===== src/rtl/uart_tx_pkg.sv =====
// Shared definitions for the UART transmitter.
//   uart_state_e : transmitter FSM states (3-bit encoding, shared with the receiver)
//   DefaultClkFreq / DefaultBaudRate : default clock and line rate
//   calc_div     : clocks per bit period (CLK_FREQ / BAUD_RATE, integer, must be >= 2)
// Optional feature macro: UART_TX_PARITY_EN (only the StParity encoding lives here).
package uart_tx_pkg;

  typedef enum logic [2:0] {
    StIdle   = 3'd0,
    StStart  = 3'd1,
    StData   = 3'd2,
    StParity = 3'd3,
    StStop   = 3'd4
  } uart_state_e;

  localparam int unsigned DefaultClkFreq  = 12_000_000;
  localparam int unsigned DefaultBaudRate = 9600;

  function automatic int unsigned calc_div(input int unsigned clk_freq,
                                           input int unsigned baud_rate);
    return clk_freq / baud_rate;
  endfunction

endpackage


===== src/rtl/uart_baud_tick.sv =====
// Bit-period timer for the UART transmitter.
// Ports:
//   clk  in  system clock
//   rst  in  asynchronous active-high reset
//   en   in  count enable; counter is held at 0 while low
//   tick out high on the last clock of each bit period (counter == DIV-1)
module uart_baud_tick
  import uart_tx_pkg::*;
#(
  parameter int unsigned CLK_FREQ  = DefaultClkFreq,
  parameter int unsigned BAUD_RATE = DefaultBaudRate
) (
  input  logic clk,
  input  logic rst,
  input  logic en,
  output logic tick
);

  localparam int unsigned Div  = calc_div(CLK_FREQ, BAUD_RATE);
  localparam int unsigned CntW = (Div > 2) ? $clog2(Div) : 1;
  localparam logic [CntW-1:0] CntMax = CntW'(Div - 1);

  logic [CntW-1:0] r_cnt;

  always_ff @(posedge clk or posedge rst) begin
    if (rst) begin
      r_cnt <= '0;
    end else if (!en || (r_cnt == CntMax)) begin
      r_cnt <= '0;
    end else begin
      r_cnt <= r_cnt + 1'b1;
    end
  end

  assign tick = en && (r_cnt == CntMax);

endmodule


===== src/rtl/uart_tx.sv =====
// UART transmitter, 8 data bits, LSB first, one stop bit.
// Optional macro UART_TX_PARITY_EN inserts an even-parity bit after data bit 7.
// Ports:
//   clk   in   system clock
//   rst   in   asynchronous active-high reset
//   data  in   byte to send, captured on the valid && ready cycle
//   valid in   data holds a byte to send
//   ready out  idle, can accept a byte
//   busy  out  frame in progress (~ready)
//   done  out  one-cycle pulse after the stop bit completes
//   tx    out  registered serial line, idle high
module uart_tx
  import uart_tx_pkg::*;
#(
  parameter int unsigned CLK_FREQ  = DefaultClkFreq,
  parameter int unsigned BAUD_RATE = DefaultBaudRate
) (
  input  logic       clk,
  input  logic       rst,
  input  logic [7:0] data,
  input  logic       valid,
  output logic       ready,
  output logic       busy,
  output logic       done,
  output logic       tx
);

  uart_state_e r_state, w_state_d;
  logic [7:0]  r_shift, w_shift_d;
  logic [2:0]  r_bit_idx, w_bit_idx_d;
  logic        r_tx, w_tx_d;
  logic        r_done, w_done_d;
  logic        w_tick;
  logic        w_baud_en;
`ifdef UART_TX_PARITY_EN
  logic        r_parity, w_parity_d;
`endif

  assign w_baud_en = (r_state != StIdle);

  uart_baud_tick #(
    .CLK_FREQ  (CLK_FREQ),
    .BAUD_RATE (BAUD_RATE)
  ) u_baud_tick (
    .clk  (clk),
    .rst  (rst),
    .en   (w_baud_en),
    .tick (w_tick)
  );

  // tx is computed one clock ahead so the registered line changes on the same
  // edge as the state it belongs to.
  always_comb begin
    w_state_d   = r_state;
    w_shift_d   = r_shift;
    w_bit_idx_d = r_bit_idx;
    w_tx_d      = r_tx;
    w_done_d    = 1'b0;
`ifdef UART_TX_PARITY_EN
    w_parity_d  = r_parity;
`endif
    case (r_state)
      StIdle: begin
        w_tx_d = 1'b1;
        if (valid) begin
          w_state_d   = StStart;
          w_shift_d   = data;
          w_bit_idx_d = 3'd0;
          w_tx_d      = 1'b0;
`ifdef UART_TX_PARITY_EN
          w_parity_d  = ^data;
`endif
        end
      end
      StStart: begin
        if (w_tick) begin
          w_state_d = StData;
          w_tx_d    = r_shift[0];
        end
      end
      StData: begin
        if (w_tick) begin
          w_shift_d   = {1'b0, r_shift[7:1]};
          w_bit_idx_d = r_bit_idx + 3'd1;
          if (r_bit_idx == 3'd7) begin
`ifdef UART_TX_PARITY_EN
            w_state_d = StParity;
            w_tx_d    = r_parity;
`else
            w_state_d = StStop;
            w_tx_d    = 1'b1;
`endif
          end else begin
            w_tx_d = w_shift_d[0];
          end
        end
      end
`ifdef UART_TX_PARITY_EN
      StParity: begin
        if (w_tick) begin
          w_state_d = StStop;
          w_tx_d    = 1'b1;
        end
      end
`endif
      StStop: begin
        if (w_tick) begin
          w_state_d = StIdle;
          w_done_d  = 1'b1;
          w_tx_d    = 1'b1;
        end
      end
      default: begin
        w_state_d = StIdle;
        w_tx_d    = 1'b1;
      end
    endcase
  end

  always_ff @(posedge clk or posedge rst) begin
    if (rst) begin
      r_state   <= StIdle;
      r_shift   <= 8'h00;
      r_bit_idx <= 3'd0;
      r_tx      <= 1'b1;
      r_done    <= 1'b0;
`ifdef UART_TX_PARITY_EN
      r_parity  <= 1'b0;
`endif
    end else begin
      r_state   <= w_state_d;
      r_shift   <= w_shift_d;
      r_bit_idx <= w_bit_idx_d;
      r_tx      <= w_tx_d;
      r_done    <= w_done_d;
`ifdef UART_TX_PARITY_EN
      r_parity  <= w_parity_d;
`endif
    end
  end

  assign ready = (r_state == StIdle);
  assign busy  = !ready;
  assign done  = r_done;
  assign tx    = r_tx;

endmodule


===== config.mk =====
export PLATFORM = sky130hd
export DESIGN_NAME = uart_tx
export DESIGN_NICKNAME = d
export VERILOG_FILES = /design/src/rtl/uart_tx_pkg.sv /design/src/rtl/uart_baud_tick.sv /design/src/rtl/uart_tx.sv
export SDC_FILE = /design/constraint.sdc
export NUM_CORES = 1
export LEC_CHECK = 0
export CAP_MARGIN = 20
export CORE_MARGIN = 8
export CORE_UTILIZATION = 49
export CTS_CLUSTER_SIZE = 20
export DETAILED_ROUTE_END_ITERATION = 8
export PLACE_DENSITY = 0.74
export SYNTH_ARGS = -nofsm -noshare
export SYNTH_HDL_FRONTEND = slang
export SYNTH_SLANG_ARGS = --single-unit
export TNS_END_PERCENT = 30

===== constraint.sdc =====
create_clock -name clk -period 2 [get_ports clk]
set_input_delay 0.5 -clock clk [delete_from_list [all_inputs] [get_ports clk]]
set_output_delay 0.5 -clock clk [all_outputs]
set_load 0.02 [all_outputs]

# Word-level counts from Yosys, hierarchy flattened
# Index checks and enable logic that the tools add are counted.
[word_totals]
input_bits = 11
regBits = 27
[op_classes]
n_reduce_logical = 10
addsub = 2
mux = 21
eq_ne = 10
[ops]
columns = ["operator", "n"]
rows = [
  ["2-to-1 mux 3 bit", 7],
  ["2-to-1 mux 8 bit", 2],
  ["one-hot mux 8 bit (2 select lines)", 1],
  ["one-hot mux 3 bit (4 select lines)", 1],
  ["adder 11 x 1 -> 11 bit, second input constant", 1],
  ["== test 11 bit, second input constant", 1],
  ["2-to-1 mux 11 bit", 1],
  ["2-to-1 mux 1 bit", 7],
  ["== test 3 bit, second input constant", 2],
  ["inequality test 2 x 1 -> 1 bit, second input constant", 3],
  ["one-hot mux 3 bit (2 select lines)", 1],
  ["AND reduction 3 bit", 2],
  ["AND reduction 5 bit", 1],
  ["inequality test 2 bit, second input constant", 2],
  ["one-hot mux 1 bit (4 select lines)", 1],
  ["adder 3 x 1 -> 3 bit, second input constant", 1],
  ["== test 3 x 1 -> 1 bit, second input constant", 1],
  ["== test 3 x 2 -> 1 bit, second input constant", 1],
  ["logical NOT 3 bit", 1],
  ["nonzero test 3 bit", 1],
  ["logical NOT 1 bit", 2],
  ["nonzero test 2 bit", 1],
  ["logical AND 1 bit", 1],
  ["logical OR 1 bit", 1],
]

# Depth between registers and ports, before layout
[logic_depth]
ltp_word = 4
depth_mapped = 7
depth_no_buf = 6

# Cells and area by module
# A second synthesis with hierarchy kept.
[hier_totals]
cells_unflattened = 132
hier_area_um2 = 1468.9
[by_module_without_submodules]
columns = ["module", "seq_area_each_um2", "area_per_inst_um2", "cells_each", "n_inst"]
rows = [
  ["uart_tx", 401.6, 912.1, 77, 1],
  ["uart_baud_tick", 275.3, 556.8, 55, 1],
]

# Least setup slack after synthesis
# No wires, ideal clock.
[synth_timing]
kind = "register to output"
from = "reg r_state[1]"
to = "out busy"
stages_incl_launch_ff = 4
slack_ps = 12
arrival_time_ps = 1488
n_path_buf = 1
t_required_ps = 1500
cell_sequence = "dfrtp_1 -> buf_1 -> nor3_1 -> inv_1"
[synth_via]
elab_chain_len = 2
[synth_lines]
columns = ["item", "line_no", "rtl"]
rows = [
  ["start, declared", "uart_tx.sv:28", "uart_state_e r_state, w_state_d;"],
  ["start signal, assigned", "uart_tx.sv:122", "r_state <= StIdle;"],
  ["start signal, assigned", "uart_tx.sv:131", "r_state <= w_state_d;"],
  ["logical NOT 3 bit", "uart_tx.sv:142", "assign ready = (r_state == StIdle);"],
  ["net ready", "uart_tx.sv:22", "output logic ready,"],
  ["logical NOT 1 bit", "uart_tx.sv:143", "assign busy = !ready;"],
  ["end, declared", "uart_tx.sv:23", "output logic busy,"],
]
# The timed path passes the listed nets, and every way through them passes these cells.

# Worst setup path in the final report
[layout_timing]
from = "reg r_state[2]"
to = "out busy"
[layout_via]
elab_chain_len = 2
[layout_lines]
columns = ["item", "line_no"]
rows = [
  ["logical NOT 3 bit", "uart_tx.sv:142"],
  ["logical NOT 1 bit", "uart_tx.sv:143"],
]
# No other way between the ends.

==> impl_metrics.tcl <==
set metrics [dict create \
    numCtsBuffers 3 \
    powerDensity_nw_per_um2 753 \
    hp-class "in2async" \
    first_global_vias 1013 \
    yosys.cell_types.count 36 \
    p_int_uw 855 \
    period_needed_ns 1.91 \
    leakagePower_nw 0.714 \
    slew_headroom_pct 76.6 \
    whs_ns 0.515 \
    crit_type "reg2out" \
    cap_viol_max_count 0 \
    arrival_ns 1.41 \
    fin_ws_ns 0.0893 \
    drt-total-wl_um 2530 \
    grt_overflow_total 0 \
    wl_per_cell_um 14.3 \
    area_growth_pct 18.1 \
    maxSlewViolCount 0 \
    track_usage_pct 10.8 \
    cts_buffer_depth 2 \
    die_w_um 69.2 \
    antennaDiodeCount 0 \
    num_rows 19 \
    swShare_pct 30.7 \
    io_pins 15 \
    rsz0062_at_grt "no" \
    synth_area_um2 1390 \
    final_common_cell "dfrtp_1" \
    utilization_pct 59.9 \
    cts_setup_buffers 0 \
    p_clk_share_pct 19.1 \
    synth_fp_nets 141 \
    critPathMaxFanout 3 \
    cts_num_sinks 27 \
    grt_max_degree 28 \
    ys.flop_type "dfrtp_1" \
    clock-root-buffer "clkbuf_4" \
    start_util_pct 50.7 \
    comb_power_share_pct 20.6 \
    grt_pass1_wl_um 4490 \
    ys_seq_area_share_pct 48.8 \
    portBuffers 14 \
    drive_gt1_share_pct 22.6 \
    required_ns 1.50 \
    clock_latency_ns 0.32 \
    power.switching_uw 379 \
    place_hpwl_um 1840 \
    drtIter0Drc 85 \
    via_per_inst 5.39 \
    detail_route.first_pass.iterations 4 \
    setup_viol 0 \
    seqPwrFrac_pct 60.2 \
    place.gp.congestion 0.780 \
    nNetsFinal 162 \
    synth_edf_count 0 \
    synth_seq_cells 27 \
    cts_tree "built" \
    cp-start-kind "flop" \
    critPathCaptureType "primary output" \
    ys_warn_count 0 \
    clkTransAtPathRegs_ns 0.14 \
    drc 0 \
    place_ws_ns -0.107 \
    hold_viol 0 \
    ys_async_sr_fraction_pct 100 \
    final_cell_mix "26 x dfrtp_1, 18 x nor2_1, 15 x mux2_2" \
    grt_antenna_before_repair 0 \
    fin_crit_sh_pct 95.5 \
    max_freq_ghz 0.523 \
    fillers 235 \
    clock_skew_ns 0.00150 \
    syn_inst 126 \
    ir_drop_uv 508 \
    h-tree-depth 1 \
    run_status "finished clean" \
    num_vias 954 \
    antenna_left 0 \
    fp.dieH_um 69.2 \
    synth.avg_cell_area_um2 11.0 \
    die-area_um2 4790 \
    core_area_um2 2730 \
    max_slew.worst_pin.slew_ns 0.342 \
]
-- what timing repair did --
action / 4_1_cts / 5_1_grt
endpoints found under the setup margin: 3 / 0
hold buffers: 0 / 0
resized for setup: 4 / 0
-- area by class of cell --
class                   count  area (um^2)  area share (%)
clock buffers               3         22.5            1.38
multi-input cells          89          674            41.2
clock inverters             1         5.00           0.306
flip-flops and latches     27          677            41.3
inverters                   5         18.8            1.15
repair buffers             21          201            12.3
well taps                  31         38.8            2.37
-- state kept, by name, summed over array words and instances (netlist names) --
signal	flops
r_state	3
r_shift	8
r_bit_idx	3
u_baud_tick.r_cnt	11
done	1
tx	1
-- synthesized netlist by cell type (2+ instances only) --
master | instances | area [um^2]
nand4_1 | 2 | 12.5
xnor2_1 | 4 | 35.0
nor2b_1 | 2 | 12.5
nor2_1 | 18 | 67.6
ha_1 | 4 | 50.1
nand2_1 | 11 | 41.3
mux2_2 | 15 | 169
nand2b_1 | 2 | 12.5
inv_1 | 5 | 18.8
nand3_1 | 4 | 20.0
nor3_1 | 3 | 15.0
dfrtp_1 | 26 | 651
clkbuf_1 | 2 | 7.51
mux2i_1 | 2 | 20.0
xor2_1 | 5 | 43.8
-- per-stage QoR --
stage / TNS, ns / power (mW) / instances / area (um^2)
final: 0 / 1.23 / 177 / 1640
after detailed placement: -0.833 / 1.01 / 173 / 1610
after global routing: 0 / 1.32 / 177 / 1640
after floorplan: 0 / 0.922 / 126 / 1390
after global placement: -0.427 / 0.995 / 173 / 1610
after CTS: 0 / 1.25 / 177 / 1640
-- cell families after synthesis --
kind of cell,count (synthesis),share of synthesized area (%)
compound gates,10,6.50
xor+xnor,9,5.69
flops,27,48.8
mux,17,13.6
buf+inv,10,2.89
fa+ha+maj,4,3.61
simple gates,49,18.9
-- power by group through the flow --
stage / Clock, mW / Sequential, mW / Combinational [mW]
after floorplan: 0 / 0.735 / 0.187
after global placement: 0 / 0.744 / 0.251
after detailed placement: 0 / 0.754 / 0.259
after CTS: 0.248 / 0.743 / 0.260
after global routing: 0.268 / 0.757 / 0.293
final: 0.236 / 0.743 / 0.254
-- path summary, 6_finish.rpt --
path	startpoint	end	slack, ns	cells after the start
worst max-delay path	r_state[2]	busy	0.09	3
worst min-delay path	rst	r_shift[5]	0.52	3
worst max register to register	u_baud_tick.r_cnt[1]	r_shift[4]	0.13	8
worst min register to register	r_shift[2]	r_shift[2]	0.52	1
max in group asynchronous	rst	tx	1.18	3
min in group clk	r_shift[2]	r_shift[2]	0.52	1
-- worst max-delay path: stages (launching register included) --
cell	delay (ns)
dfrtp_1	0.42
nor3_2	0.25
inv_1	0.09
dlygate4sd2_1	0.33
-- metal layers --
layer | vias to the layer above | share of wire, % | global-route usage, %
met1 | 456 | 49 | 13.6
met5 | - | 0 | 0
met3 | 4 | 3.8 | 2.86
li1 | 478 | - | -
met2 | 16 | 45 | 16.9
met4 | 0 | 1.5 | 4.78
Note: power is estimated with default switching activity, not from simulation.
